<file path="src/rtl/alu_mul_sequencer_pkg.sv">
// Shared constants for the ALU-based multiply sequencer: ALU opcodes, datapath width
// and FSM state encoding.
package alu_mul_sequencer_pkg;

   localparam int unsigned XLEN = 32;

   localparam logic [3:0] ALU_ADD = 4'b0000;
   localparam logic [3:0] ALU_SUB = 4'b0001;
   localparam logic [3:0] ALU_AND = 4'b0010;
   localparam logic [3:0] ALU_OR  = 4'b0011;
   localparam logic [3:0] ALU_XOR = 4'b0100;
   localparam logic [3:0] ALU_SLL = 4'b0101;
   localparam logic [3:0] ALU_SRL = 4'b0110;
   localparam logic [3:0] ALU_SRA = 4'b0111;

   typedef enum logic [1:0] {
      IDLE = 2'd0,
      RUN  = 2'd1,
      DONE = 2'd2
   } state_e;

endpackage

</file>
<file path="src/rtl/alu_mul_sequencer_alu_port_mux.sv">
// 2:1 selector for the ALU input port: sequencer request when sel=1, EX-stage request
// otherwise.
module alu_port_mux #(
   parameter int unsigned XLEN = 32
) (
   input  logic            sel,
   input  logic [3:0]      ex_code,
   input  logic [XLEN-1:0] ex_a,
   input  logic [XLEN-1:0] ex_b,
   input  logic [3:0]      seq_code,
   input  logic [XLEN-1:0] seq_a,
   input  logic [XLEN-1:0] seq_b,
   output logic [3:0]      code,
   output logic [XLEN-1:0] a,
   output logic [XLEN-1:0] b
);

   always_comb begin
      code = ex_code;
      a    = ex_a;
      b    = ex_b;
      if (sel) begin
         code = seq_code;
         a    = seq_a;
         b    = seq_b;
      end
   end

endmodule

</file>
<file path="src/rtl/alu_mul_sequencer.sv">
// Shift-and-add MUL (low XLEN bits) run on the shared single-cycle ALU.
// Build option MUL_EARLY_EXIT_EN: finish as soon as the remaining multiplier is zero.
module alu_mul_sequencer
   import alu_mul_sequencer_pkg::*;
#(
   parameter int unsigned XLEN  = alu_mul_sequencer_pkg::XLEN,
   parameter int unsigned CNT_W = 5
) (
   input  logic            clk,
   input  logic            reset,
   input  logic            start,
   input  logic [XLEN-1:0] op_a,
   input  logic [XLEN-1:0] op_b,
   output logic            busy,
   output logic            done,
   output logic [XLEN-1:0] result,
   input  logic [3:0]      ex_alu_code,
   input  logic [XLEN-1:0] ex_alu_a,
   input  logic [XLEN-1:0] ex_alu_b,
   output logic [3:0]      alu_code,
   output logic [XLEN-1:0] alu_a,
   output logic [XLEN-1:0] alu_b,
   input  logic [XLEN-1:0] alu_result
);

   state_e            state;
   logic [XLEN-1:0]   acc;
   logic [XLEN-1:0]   mcand;
   logic [XLEN-1:0]   mplier;
   logic [CNT_W-1:0]  cnt;
   logic              last_iter;
   logic [XLEN-1:0]   seq_b;

   always_comb begin
`ifdef MUL_EARLY_EXIT_EN
      last_iter = (cnt == CNT_W'(XLEN - 1)) || ((mplier >> 1) == '0);
`else
      last_iter = (cnt == CNT_W'(XLEN - 1));
`endif
      seq_b = mplier[0] ? mcand : '0;
   end

   always_ff @(posedge clk or posedge reset) begin
      if (reset) begin
         state  <= IDLE;
         acc    <= '0;
         mcand  <= '0;
         mplier <= '0;
         cnt    <= '0;
         result <= '0;
         busy   <= 1'b0;
         done   <= 1'b0;
      end else begin
         unique case (state)
            IDLE: begin
               done <= 1'b0;
               if (start) begin
                  mcand  <= op_a;
                  mplier <= op_b;
                  acc    <= '0;
                  cnt    <= '0;
                  busy   <= 1'b1;
                  state  <= RUN;
               end
            end
            RUN: begin
               acc    <= alu_result;
               mcand  <= mcand << 1;
               mplier <= mplier >> 1;
               cnt    <= cnt + CNT_W'(1);
               if (last_iter) begin
                  busy  <= 1'b0;
                  done  <= 1'b1;
                  state <= DONE;
               end
            end
            DONE: begin
               // acc already holds the final sum; publish it as we return to IDLE
               result <= acc;
               done   <= 1'b0;
               state  <= IDLE;
            end
            default: begin
               busy  <= 1'b0;
               done  <= 1'b0;
               state <= IDLE;
            end
         endcase
      end
   end

   alu_port_mux #(
      .XLEN(XLEN)
   ) u_alu_port_mux (
      .sel      (state == RUN),
      .ex_code  (ex_alu_code),
      .ex_a     (ex_alu_a),
      .ex_b     (ex_alu_b),
      .seq_code (ALU_ADD),
      .seq_a    (acc),
      .seq_b    (seq_b),
      .code     (alu_code),
      .a        (alu_a),
      .b        (alu_b)
   );

endmodule

</file>
<file path="config.mk">
export PLATFORM = sky130hd
export DESIGN_NAME = alu_mul_sequencer
export DESIGN_NICKNAME = d
export VERILOG_FILES = /design/src/rtl/alu_mul_sequencer_pkg.sv /design/src/rtl/alu_mul_sequencer_alu_port_mux.sv /design/src/rtl/alu_mul_sequencer.sv
export SDC_FILE = /design/constraint.sdc
export NUM_CORES = 1
export LEC_CHECK = 0
export ABC_AREA = 1
export BUFFER_PORTS_ARGS = -buffer_cell sky130_fd_sc_hd__buf_2
export CAP_MARGIN = 10
export CORE_MARGIN = 3
export CORE_UTILIZATION = 52
export DETAILED_ROUTE_END_ITERATION = 6
export PLACE_DENSITY = 0.9
export SYNTH_ARGS = -nofsm -noshare
export SYNTH_HDL_FRONTEND = slang
export SYNTH_SLANG_ARGS = --single-unit
</file>
<file path="constraint.sdc">
create_clock -name clk -period 6.36 [get_ports clk]
set_input_delay 0.954 -clock clk [delete_from_list [all_inputs] [get_ports clk]]
set_output_delay 0.954 -clock clk [all_outputs]
set_load 0.005 [all_outputs]
</file>
* Word level (Yosys, flattened, before mapping)
Index checks and enable logic that the tools add are counted.
Word-level totals: bits in registers 137, input port bits 167, output and inout bits 102, logic and storage cells 40
Operators by class: $add $sub $neg 1, equal/unequal tests 5, muxes and demuxes 20, bitwise logic cells 1, reduce and logical (&&, ||, !) cells 5
Operators with widths (number):
- 32-bit 2-to-1 mux | 6
- 32-bit case mux with 2 select lines | 3
- 5-bit case mux with 2 select lines | 1
- 5-bit by 1-bit adder with 5-bit output (second input constant) | 1
- 5-bit == test (second input constant) | 1
- 5-bit 2-to-1 mux | 1
- 1-bit 2-to-1 mux | 4
- 2-bit 2-to-1 mux | 2
- 4-bit 2-to-1 mux | 1
- 2-bit inequality test (second input constant) | 2
- 2-bit case mux with 2 select lines | 1
- 2-bit AND reduction | 2
- 1-bit case mux with 3 select lines | 1
- 3-bit AND reduction | 1
- 2-bit by 1-bit == test with 1-bit output (second input constant) | 1
- 2-bit == test (second input constant) | 1
- 2-bit logical NOT | 1
- 2-bit nonzero test | 1
- 1-bit inverter | 1

* Logic depth before layout (Yosys ltp)
word-level depth 3, mapped depth 9, gate-level depth less buffers 9

* Cells and area by module
From an unflattened synthesis, not the netlist that was laid out.
Second synthesis, totals: cell total of the unflattened synthesis 925, area total of the unflattened synthesis 6841.6 um2
By module, submodules not included:
- alu_mul_sequencer | instances 1, cells each 705, area an instance 5967.0 um2, seq. area each 3428.3 um2
- alu_port_mux | instances 1, cells each 220, area an instance 874.6 um2, seq. area each 0.0 um2

* Worst setup path after synthesis
No wires, ideal clock.
path kind input to output, start in ex_alu_code[0], end out alu_code[0], data arrival time 1.084 ns, data required time 5.406 ns, path slack 4.322 ns, stages 2, buffers on the path 0, cell sequence inv_1 nor2_1
Between the ends: cells in the longest elaborated chain, start to end 1
RTL lines:
- from (decl) | RTL line alu_mul_sequencer.sv:17 | input logic [3:0] ex_alu_code,
- 4-bit 2-to-1 mux | RTL line alu_mul_sequencer_alu_port_mux.sv:22 | if (sel) begin
- to (decl) | RTL line alu_mul_sequencer.sv:20 | output logic [3:0] alu_code,
No other way between the ends.

* Worst setup path in the final report
start reg state[0], end out alu_b[20]
Between the ends: cells in the longest elaborated chain, start to end 2
RTL lines:
- from (decl) | RTL line alu_mul_sequencer.sv:26 | state_e state;
- from (signal assigned) | RTL line alu_mul_sequencer.sv:45 | state <= IDLE;
- from (signal assigned) | RTL line alu_mul_sequencer.sv:63 | state <= RUN;
- from (signal assigned) | RTL line alu_mul_sequencer.sv:74 | state <= DONE;
- 2-bit by 1-bit == test with 1-bit output | RTL line alu_mul_sequencer.sv:95 | .sel (state == RUN),
- 32-bit 2-to-1 mux | RTL line alu_mul_sequencer_alu_port_mux.sv:22
- to (decl) | RTL line alu_mul_sequencer.sv:22 | output logic [XLEN-1:0] alu_b,
No other way between the ends.

==> impl_metrics.ini <==
[drt]
first_iter_violations = 613
first_pass_iters = 5
postRouteAntennaNets = 0
drc = 0
via_count = 6227
wl_per_cell_um = 14.58
vias_per_cell = 5.172
drt_wl_total_um = 17560

[timing]
skew_ns = 0.005417
setup_viol = 0
post-route-period-util = 0.6041
rsz0062_at_grt = false
worstMarginPinSlew_ns = 1.075
maxSlewHeadroom = 0.2835
final-hold-violation-count = 0
timing.setup.tns_ns = 0
drv_slew = 0
max_freq_mhz = 260.3
worst_hold_slack_ns = 0.4744
period_needed_ns = 3.842

[pwr]
vdd.ir_drop.worst_v = 0.0002691
total_power_uw = 3454
p_leak_uw = 0.004405
powerDensity_mw_per_mm2 = 420.5

[yosys]
ys_types = 21
synthArstFlopShare = 1.000
synth_area_mm2 = 0.006472
syn_inst = 789
avgSynthCellArea_um2 = 8.203
synth-seq-cells = 137
synthFlopType = dfrtp_1
synth_edf_count = 0
yosysWarningCount = 0
seq_area_frac_synth = 0.5297
syn_nets = 958

[clock_tree]
postCtsHoldBufs = 0
cts_sinks = 137
cts_setup_buffers = 0
cts_root_buf = clkbuf_16
clockBufferDepth = 2
cts-resized-gates = 0
cts_tree = yes
insertion_delay_ns = 0.41
cts_made_buffers = 17
htreeDepth = 4
path_clk_slew_ns = 0.05

[placed_design]
routabilityCongestion = 0.9218
io_buffer_count = 268
hpwlAfterDp_um = 12040

[critical_path]
critical_path_class = reg -> out
arrival_ns = 2.89
startpoint_type = register
r2r_slack_ns = 3.53
cp-end-kind = output port
path_max_fanout = 70
cp_data_required_time_ns = 5.41

[floorplan]
start_util = 0.5344
dieArea_mm2 = 0.01382
placementRows = 40
core-area_mm2 = 0.01211
ios = 269
dieHeight_um = 117.6
die_width_um = 117.6

[layout]
fin_nets = 1195
num-fill-cells = 1045
drive_above_1_share = 0.3153
syn_to_final_growth_pct = 26.91

[global_route]
grt_first_pass_wirelength_um = 28030
antenna_found_initial = 2
grtUsageTotal = 0.2512
grt_pass1_vias = 5865
grt_overflow_total = 0
grt_max_degree = 110

[status]
run_status = completed

[hold_path]
min_path_type = reg -> reg

[run]
max_cap_viol_count = 0
==> final cells by class <==
type	instances	area (um2)	share of cell area
Antenna cell	2	5.005	0.0006093
Timing Repair Buffer	273	1379	0.1679
Clock buffer	23	478.0	0.05819
Tap cell	168	210.2	0.02559
Multi-Input combinational cell	551	2512	0.3059
Clock inverter	4	22.52	0.002742
Inverter	46	178.9	0.02178
Sequential cell	137	3428	0.4174
==> placed cells by master (no fill, tap or decap), drive strengths merged <==
master	count
buf	273
nand2	272
dfrtp	137
nand3	134
o21ai	129
inv	45
clkbuf	23
nor2	11
clkinv	4
diode	2
ha	2
or2	1
a21oi	1
nand4	1
clkinvlp	1
==> final timing paths <==
kind / start / to / cells after the start
worst max-delay path: state[0]$_DFFE_PP0P_ / alu_b[20] / 5
worst max register to register: state[0]$_DFFE_PP0P_ / busy$_DFFE_PP0P_ / 7
worst min-delay path: result[19]$_DFFE_PP0N_ / result[19]$_DFFE_PP0N_ / 2
worst min register to register: result[19]$_DFFE_PP0N_ / result[19]$_DFFE_PP0N_ / 2
max in group asynchronous: reset / result[20]$_DFFE_PP0N_ / 3
min in group asynchronous: reset / state[0]$_DFFE_PP0P_ / 2
==> logic make-up after synthesis <==
kind of cell             Yosys count  synth area share
adder cells (fa/ha/maj)            2          0.003866
AND/OR/NAND/NOR                  419            0.2716
buffers and inverters            101           0.08216
flip-flops                       137            0.5297
AO/OA/AOI/OAI                    130            0.1127
==> synth_stat cells (2+ instances only) <==
cell type  count  area (um2)
nand2_1      269        1010
buf_6         14       157.7
nor2_1        11       41.29
buf_2         19       95.09
buf_1          2       7.510
inv_1         43       161.4
o21ai_0       72       360.4
o21ai_2       21       183.9
clkbuf_1      13       48.80
nand2_2        2       12.51
inv_2          3       11.26
nand3_1      134       670.6
ha_1           2       25.02
o21ai_1       36       180.2
dfrtp_1      137        3428
buf_4          6       45.04
==> report_power, final <==
group	switching, uW	internal (uW)	total, uW
clock	331	515	846
sequential	165	1180	1350
combinational	778	485	1260
total	1270	2180	3450
==> metal layers <==
metal	wire, um	part of all wire	track usage
met5	0	0	0
met4	603	0.034	0.1201
met3	1208	0.069	0.05911
met2	8702	0.50	0.4176
met1	7046	0.40	0.3108
==> state kept, by name, indices dropped and copies added, names as in the netlist <==
name    flops
acc        32
state       2
mplier     32
mcand      32
done        1
result     32
busy        1
cnt         5
==> through the flow <==
step / setup slack, ns / instance area [um2] / instances / utilization
floorplan: 1.738 / 6472 / 789 / -
global placement: 3.065 / 7709 / 1175 / 0.6365
detailed placement: 2.961 / 7709 / 1175 / 0.6365
CTS: 2.504 / 8209 / 1202 / 0.6778
global route: 2.270 / 8214 / 1204 / 0.6782
finish: 2.518 / 8214 / 1204 / 0.6782
==> critical path: stages, from the launching register on <==
cell	delay [ns]
dfrtp_1	0.42
nand2_4	0.45
clkinv_2	0.90
nand2_1	0.40
o21ai_1	0.08
buf_2	0.16
Power figures use the tool's default switching activity.
